$ cat src/rtl/pipe_stage_reg.sv
// pipe_stage_reg -- valid/ready pipeline register stage with flush.
//
// Carries one packed payload (PC, PC+4, Instr by default) from an upstream
// producer to a downstream consumer with exactly one cycle of latency.
// Empty slots present NOP_VALUE on out_data so a bubble looks like a NOP.
//
// Build option:
//   PIPE_STAGE_SKID_EN  - when defined, a second (skid) entry is compiled in
//                         and in_ready is derived from registered state only,
//                         which breaks the out_ready -> in_ready timing path.
//                         When undefined, the stage holds a single entry and
//                         in_ready looks straight through at out_ready.
//
// Reset is asynchronous and active-high; flush is synchronous and empties
// every held entry on the edge where it is sampled high.

module pipe_stage_reg #(
  parameter int                DATA_W    = 96,
  parameter logic [DATA_W-1:0] NOP_VALUE = '0
) (
  input  logic              clk,
  input  logic              reset,
  input  logic              in_valid,
  output logic              in_ready,
  input  logic [DATA_W-1:0] in_data,
  input  logic              flush,
  output logic              out_valid,
  input  logic              out_ready,
  output logic [DATA_W-1:0] out_data,
  output logic [1:0]        occupancy
);

  // Head entry: the one currently presented downstream.
  logic              r_head_valid;
  logic [DATA_W-1:0] r_head_data;

  // Handshake qualifiers for this cycle.
  logic w_in_xfer;
  logic w_out_xfer;

  // Next-state values for the head entry.
  logic              w_head_valid_next;
  logic [DATA_W-1:0] w_head_data_next;

  assign out_valid  = r_head_valid;
  assign w_out_xfer = r_head_valid & out_ready;
  assign w_in_xfer  = in_valid & in_ready;

  // A bubble always shows the NOP payload, never stale head data.
  assign out_data = r_head_valid ? r_head_data : NOP_VALUE;

`ifdef PIPE_STAGE_SKID_EN

  // Skid entry: catches the one beat accepted while the head is stalled.
  // It is only ever valid while the head is valid as well.
  logic              r_skid_valid;
  logic [DATA_W-1:0] r_skid_data;

  logic              w_skid_valid_next;
  logic [DATA_W-1:0] w_skid_data_next;

  // Head slot is free after this edge: empty now, or draining this cycle.
  logic w_head_free;

  assign w_head_free = ~r_head_valid | w_out_xfer;

  // Ready comes only from registers (plus reset/flush), never from out_ready.
  assign in_ready = ~r_skid_valid & ~flush & ~reset;

  // Valid bits: head and skid; skid implies head, so this is the count.
  assign occupancy = {r_head_valid & r_skid_valid, r_head_valid ^ r_skid_valid};

  // Next-state: refill the head from skid first, then from upstream; park
  // an upstream beat in the skid entry when the head is held.
  always_comb begin
    w_head_valid_next = r_head_valid;
    w_head_data_next  = r_head_data;
    w_skid_valid_next = r_skid_valid;
    w_skid_data_next  = r_skid_data;

    if (flush) begin
      w_head_valid_next = 1'b0;
      w_head_data_next  = NOP_VALUE;
      w_skid_valid_next = 1'b0;
      w_skid_data_next  = NOP_VALUE;
    end else if (w_head_free) begin
      if (r_skid_valid) begin
        // in_ready was low, so no upstream beat competes with the promotion.
        w_head_valid_next = 1'b1;
        w_head_data_next  = r_skid_data;
        w_skid_valid_next = 1'b0;
      end else if (w_in_xfer) begin
        w_head_valid_next = 1'b1;
        w_head_data_next  = in_data;
      end else begin
        w_head_valid_next = 1'b0;
      end
    end else if (w_in_xfer) begin
      // Head is full and stalled; the new beat waits behind it.
      w_skid_valid_next = 1'b1;
      w_skid_data_next  = in_data;
    end
  end

  // Skid entry register with asynchronous clear.
  always_ff @(posedge clk or posedge reset) begin
    if (reset) begin
      r_skid_valid <= 1'b0;
      r_skid_data  <= NOP_VALUE;
    end else begin
      r_skid_valid <= w_skid_valid_next;
      r_skid_data  <= w_skid_data_next;
    end
  end

`else

  // Single entry: accept when the head is empty or leaves this same edge.
  assign in_ready = (~r_head_valid | out_ready) & ~flush & ~reset;

  // Only one valid bit exists, so the upper occupancy bit is constant.
  assign occupancy = {1'b0, r_head_valid};

  // Next-state: load on input transfer, empty on a lone output transfer.
  always_comb begin
    w_head_valid_next = r_head_valid;
    w_head_data_next  = r_head_data;

    if (flush) begin
      w_head_valid_next = 1'b0;
      w_head_data_next  = NOP_VALUE;
    end else if (w_in_xfer) begin
      w_head_valid_next = 1'b1;
      w_head_data_next  = in_data;
    end else if (w_out_xfer) begin
      w_head_valid_next = 1'b0;
    end
  end

`endif

  // Head entry register with asynchronous clear.
  always_ff @(posedge clk or posedge reset) begin
    if (reset) begin
      r_head_valid <= 1'b0;
      r_head_data  <= NOP_VALUE;
    end else begin
      r_head_valid <= w_head_valid_next;
      r_head_data  <= w_head_data_next;
    end
  end

endmodule

$ cat config.mk
export PLATFORM = sky130hd
export DESIGN_NAME = pipe_stage_reg
export DESIGN_NICKNAME = d
export VERILOG_FILES = /design/src/rtl/pipe_stage_reg.sv
export SDC_FILE = /design/constraint.sdc
export NUM_CORES = 1
export LEC_CHECK = 0
export ABC_AREA = 1
export BUFFER_PORTS_ARGS = -buffer_cell sky130_fd_sc_hd__buf_2
export CAP_MARGIN = 25
export CORE_MARGIN = 1
export CORE_UTILIZATION = 30
export DETAILED_ROUTE_END_ITERATION = 16
export HOLD_SLACK_MARGIN = 0.05
export PLACE_DENSITY = 0.55
export SLEW_MARGIN = 20
export SYNTH_ARGS = -nofsm -noshare
export SYNTH_HDL_FRONTEND = slang
export SYNTH_SLANG_ARGS = --single-unit
$ cat constraint.sdc
create_clock -name clk -period 4.3 [get_ports clk]
set_clock_uncertainty 0.15 [all_clocks]
set_input_delay 0.86 -clock clk [delete_from_list [all_inputs] [get_ports clk]]
set_output_delay 0.86 -clock clk [all_outputs]
set_load 0.02 [all_outputs]
==> run metrics, run 1 <==
status finished clean; Die ar. 17000 um2; Clock Tree Buf Depth 2; Static Leak ~4.3 nW; fraction of layout cells with a size suffix above 1 28.4%; Max Cap Viol 0; internal power ~0.0015 W; vias per std cell around 4.8; Critical Path End out_data[95]; Post-Synthesis Net Count 752; Final setup viols 0; area occupied by multi-input gates roughly 1900 um2; Reg-to-Reg Start out_valid; CTS Buf Count 9; Fmax 0.325 GHz; Critical Path Fanout Max 81; Resize count post-CTS 0; PwrDens 319 nW/um2; largest cells by area after synthesis dfrtp_1, nand2_1, nand4_1, nand3_1, inv_1; clock sinks 97; proportion of power drawn by the clock network 38.3%; Post-Syn Area 4960 um2; critical path capture point type output port; drt wl/cell 14.7 um; buffers and inverters on the worst path 3; switching pwr 0.000539 W; slowest stage delay, CP 1.03 ns; Root Buffer clkbuf_16; routed via count 4965; setup TNS 0 ns; Mapped Cells 651; Reg power frac 49.3%; final WL 15100 um; yosys warns 0; Layout area overhead 28.1%; worst hold margin 0.346 ns; die width 131 um; Critical Path Source Type flip-flop; std cell rows 46; grt ovf 0; largest net degree at the start of global routing 97; adder-cell share of the synthesized area 0%; post-synthesis mux area share 0%; critical-path cell with the highest stage delay dfrtp_4; CP delay by family, top flip-flops; worst rel slew slack between 30% and 40%; htree depth 3; IO buf count 199; GPL Wtd Cong roughly 0.7; Worst-Margin Slew 1.04 ns; Hold Buf Count CTS 0; Final Cycle Share 71.5%; Hold Crit Class flip-flop to flip-flop; r2r setup slk 1.70 ns; worst setup path start out_valid; Setup Crit Path Kind flip-flop to output port; clk_lat worst skew 0.33 ns; Detailed Routing Iterations Pass 1 5; critical path arrival 2.06 ns; Clock transition at path regs 0.06 ns; Antenna Violating Nets Remaining 0; post-synth cell types 17; Worst EP required 3.29 ns; initial antenna violation count 0; post-DP HPWL approximately 8900 um; Sw Share 26.6%; gr usage total 17.7%; R2R Path End out_valid; Post-Synth Simple-Gate Area 37.2%; CTS tree done; Crit. path cell count 4; most frequent cells in the layout buf_2, nand2_1, inv_1; area leader, netlist dfrtp_1; commonest non-fill, non-tap cell in the layout buf_2; DRT iter0 DRCs 413; Post-Synth XOR/XNOR Area 0%; FF+latch area 2430 um2; share of the synthesized area in the top cell type between 40% and 50%; IO Pins approximately 200; DRC 0; register area share after synthesis 49.0%; Starting Density between 30 and 40%; setup bufs post-CTS 0; Compound-Gate Fraction of Synth Area 0.101%; min Tclk post-route 3.07 ns; average size of a mapped cell 7.61 um2; Hold Fails Final Rpt 0; fin nets 910; RSZ-0062 raised after global routing false; global-route wire length before repair 23600 um; vias in the first global route 4487; die height 131 um; Fill cells 1765; Critical Path, Cell by Cell buf_4, nand2_1, inv_1, buf_2; worst reg2reg path depth 4; core area about 16000 um2; FF+latch count, synth 97; Slew Limit Fails 0; worst IR drop on VDD about 0.00017 V; Logic pwr share 12.3%; largest family of logic cells by synthesized area simple AND/OR/NAND/NOR gates
## worst min-delay path by stage
stage	from	endpoint	depth (start not counted)
2_1_floorplan	r_head_data[33]	r_head_data[33]	2
3_3_place_gp	r_head_data[64]	r_head_data[64]	2
3_5_place_dp	r_head_data[42]	r_head_data[42]	2
4_1_cts	r_head_data[66]	r_head_data[66]	2
5_1_grt	r_head_data[44]	r_head_data[44]	2
6_report	r_head_data[66]	r_head_data[66]	2
## cell usage after synthesis (all sizes together)
cell type  number
conb            1
nand4          96
inv            99
dfrtp          97
o21ai           1
clkbuf         21
nand2         194
nand3          97
buf            43
nor2            2
## registers in the layout (all words and copies together), names as in the netlist
name / count
out_valid: 1
r_head_data: 96
## metrics by stage
stage | setup slack (ns) | power [W] | cells | instance area [um2] | util [%]
3_3_place_gp | 1.57 | 0.00126 | 1011 | 6000 | 37.5
4_1_cts | 1.19 | 0.00205 | 1024 | 6270 | 39.2
3_5_place_dp | 1.57 | 0.00126 | 1011 | 6000 | 37.5
5_1_grt | 1.08 | 0.00212 | 1027 | 6350 | 39.7
2_1_floorplan | 0.756 | 0.00116 | 651 | 4960 | -
6_report | 1.23 | 0.00203 | 1028 | 6350 | 39.7
## logic make-up after synthesis
family | Yosys count
simple gates | 389
buf+inv | 163
flops | 97
compound gates | 1
other cells | 1
## area by class of cell
class | instances | area share, %
sequential | 97 | 38.3
multi-input combinational | 391 | 29.3
timing repair buffer | 211 | 18.0
inverter | 99 | 5.91
tap | 216 | 4.26
clock buffer | 9 | 3.55
clock inverter | 4 | 0.749
antenna | 1 | 0.0394
## worst min-delay path, stage by stage (launching register included)
cell     delay [ns]
dfrtp_1        0.34
nand3_1        0.07
nand2_1        0.06
## per-layer routing
metal / vias to the layer above / share of wire (%) / track usage [%]
met5: - / 0 / 0
met4: 0 / 1.1 / 5.48
met3: 12 / 6.9 / 3.22
met2: 196 / 44 / 26.1
met1: 2344 / 47 / 26.0
li1: 2413 / - / -
## power by group through the flow
| stage | combinational, W | sequential, W | clock, W |
|---|---|---|---|
| floorplan | 0.000161 | 0.000996 | 0 |
| global placement | 0.000245 | 0.00102 | 0 |
| detailed placement | 0.000245 | 0.00102 | 0 |
| CTS | 0.000245 | 0.000999 | 0.000805 |
| global route | 0.000280 | 0.00101 | 0.000837 |
| finish | 0.000250 | 0.00100 | 0.000777 |
(Power assumes the default switching activity.)
==> run 2, diff against run 1 <==
clock period = 3.05 ns   (was 4.3 ns; I/O delays follow)
==> run 2 against run 1 <==
Routed wire length shrank 3.6%; die area is the same; critical path type unchanged; sequential share of layout area shrank 0.48 points; sequential power grew 39%; first-iteration DRC count shrank 16%; utilization grew 0.51 points.
==> run metrics, run 2 (synthesis gave the netlist of run 1 again) <==
critical path capture point type output port; clock sinks 97; Critical Path Source Type flip-flop; fraction of layout cells with a size suffix above 1 28.5%; vias in the first global route roughly 4200; max FFs per register 96; grt ovf 0; Hold Fails Final Rpt 0; clk_lat worst skew 0.34 ns; initial antenna violation count 1; DRT iter0 DRCs 346; GPL Wtd Cong 0.746; Root Buffer clkbuf_16; Slew Limit Fails 0; core area 16000 um2; number of inserted diodes 0; Critical Path Fanout Max 31; PwrDens ~490 nW/um2; Die ar. 17000 um2; Power Total 0.00313 W; post-DP HPWL 8680 um; Clock transition at path regs roughly 0.070 ns; CTS Buf Count 9; area occupied by multi-input gates roughly 1900 um2; worst rel slew slack approximately half; CTS tree done; Biggest register r_head_data; Hold Buf Count CTS 0; Layout area overhead 29.8%; htree depth 3; status finished clean; Worst EP required roughly 2.3 ns; IO Pins 201; vias per std cell 4.74; Hold Crit Class input port to asynchronous set/reset pin; Starting Density 31.0%; Fmax 0.406 GHz; largest net degree at the start of global routing 97; drt wl/cell 14.1 um; Clock Tree Buf Depth 2; fin nets 910; setup bufs post-CTS 0; Max Cap Viol 0; global-route wire length before repair approximately 23000 um; std cell rows 46; setup TNS 0 ns; critical path arrival 1.70 ns; commonest non-fill, non-tap cell in the layout buf_2; die height around 130 um; FF+latch area 2430 um2; Static Leak 4.33 nW; routed via count 4887; final WL 14500 um; Fill cells about 1800; worst IR drop on VDD 0.000311 V; Final Cycle Share 80.7%; RSZ-0062 raised after global routing false; r2r setup slk between 1 and 1.5 ns; DRC 0; Worst-Margin Slew 0.729 ns; die width 131 um; Resize count post-CTS 0; Detailed Routing Iterations Pass 1 4; Final setup viols 0; Antenna Violating Nets Remaining 0; Setup Crit Path Kind flip-flop to output port; min Tclk post-route 2.46 ns; IO buf count 199; most frequent cells in the layout buf_2, nand2_1, inv_1; gr usage total 17.1%
## run 2: cell types whose count changed in the layout (fill, tap and decap cells not counted), sizes merged
cell	change
bufinv	+3
clkbuf	+1
clkinv	-1
diode	-1
## run 2: power breakdown
| part | internal [W] | switching, W |
|---|---|---|
| sequential | 0.00135 | 0.0000414 |
| combinational | 0.000122 | 0.000240 |
| clock | 0.000882 | 0.000493 |
## run 2: metal layers
metal  track usage, %  vias up  share of wire (%)
met5                0        -              0.069
met4             5.88        2                1.0
li1                 -     2412                  -
met3             3.91       11                7.8
met1             25.0     2281                 46
met2             24.5      181                 45
## run 2: layout make-up
class | instances | share of cell area [%]
Tap cell | 216 | 4.20
Timing Repair Buffer | 211 | 17.7
Multi-Input combinational cell | 391 | 28.9
Clock buffer | 10 | 3.56
Clock inverter | 6 | 2.02
Sequential cell | 97 | 37.8
Inverter | 99 | 5.84
## run 2: path summary, 6_finish.rpt
check / startpoint / endpoint / cells after the start
max: out_valid / out_data[49] / 4
min: reset / r_head_data[24] / 3
max reg2reg: out_valid / out_valid / 4
min reg2reg: r_head_data[67] / r_head_data[67] / 2
max in group asynchronous: reset / r_head_data[52] / 3
min in group clk: r_head_data[67] / r_head_data[67] / 2
## run 2: critical path, stage by stage, from the launching register on
cell and delay (ns):
dfrtp_4 0.63, buf_4 0.38, nand2_1 0.11, inv_1 0.07
buf_2 0.16
## run 2: metrics by stage
step	area, um2	std cells	utilization (%)	setup slack, ns	hold WS [ns]
after detailed placement	6050	1013	37.8	0.793	0.337
after CTS	6410	1029	40.1	0.543	0.342
after global routing	6430	1030	40.2	0.474	0.352
after floorplan	4960	651	-	0.889	0.318
after global placement	6050	1013	37.8	0.808	0.331
final	6430	1030	40.2	0.590	0.339
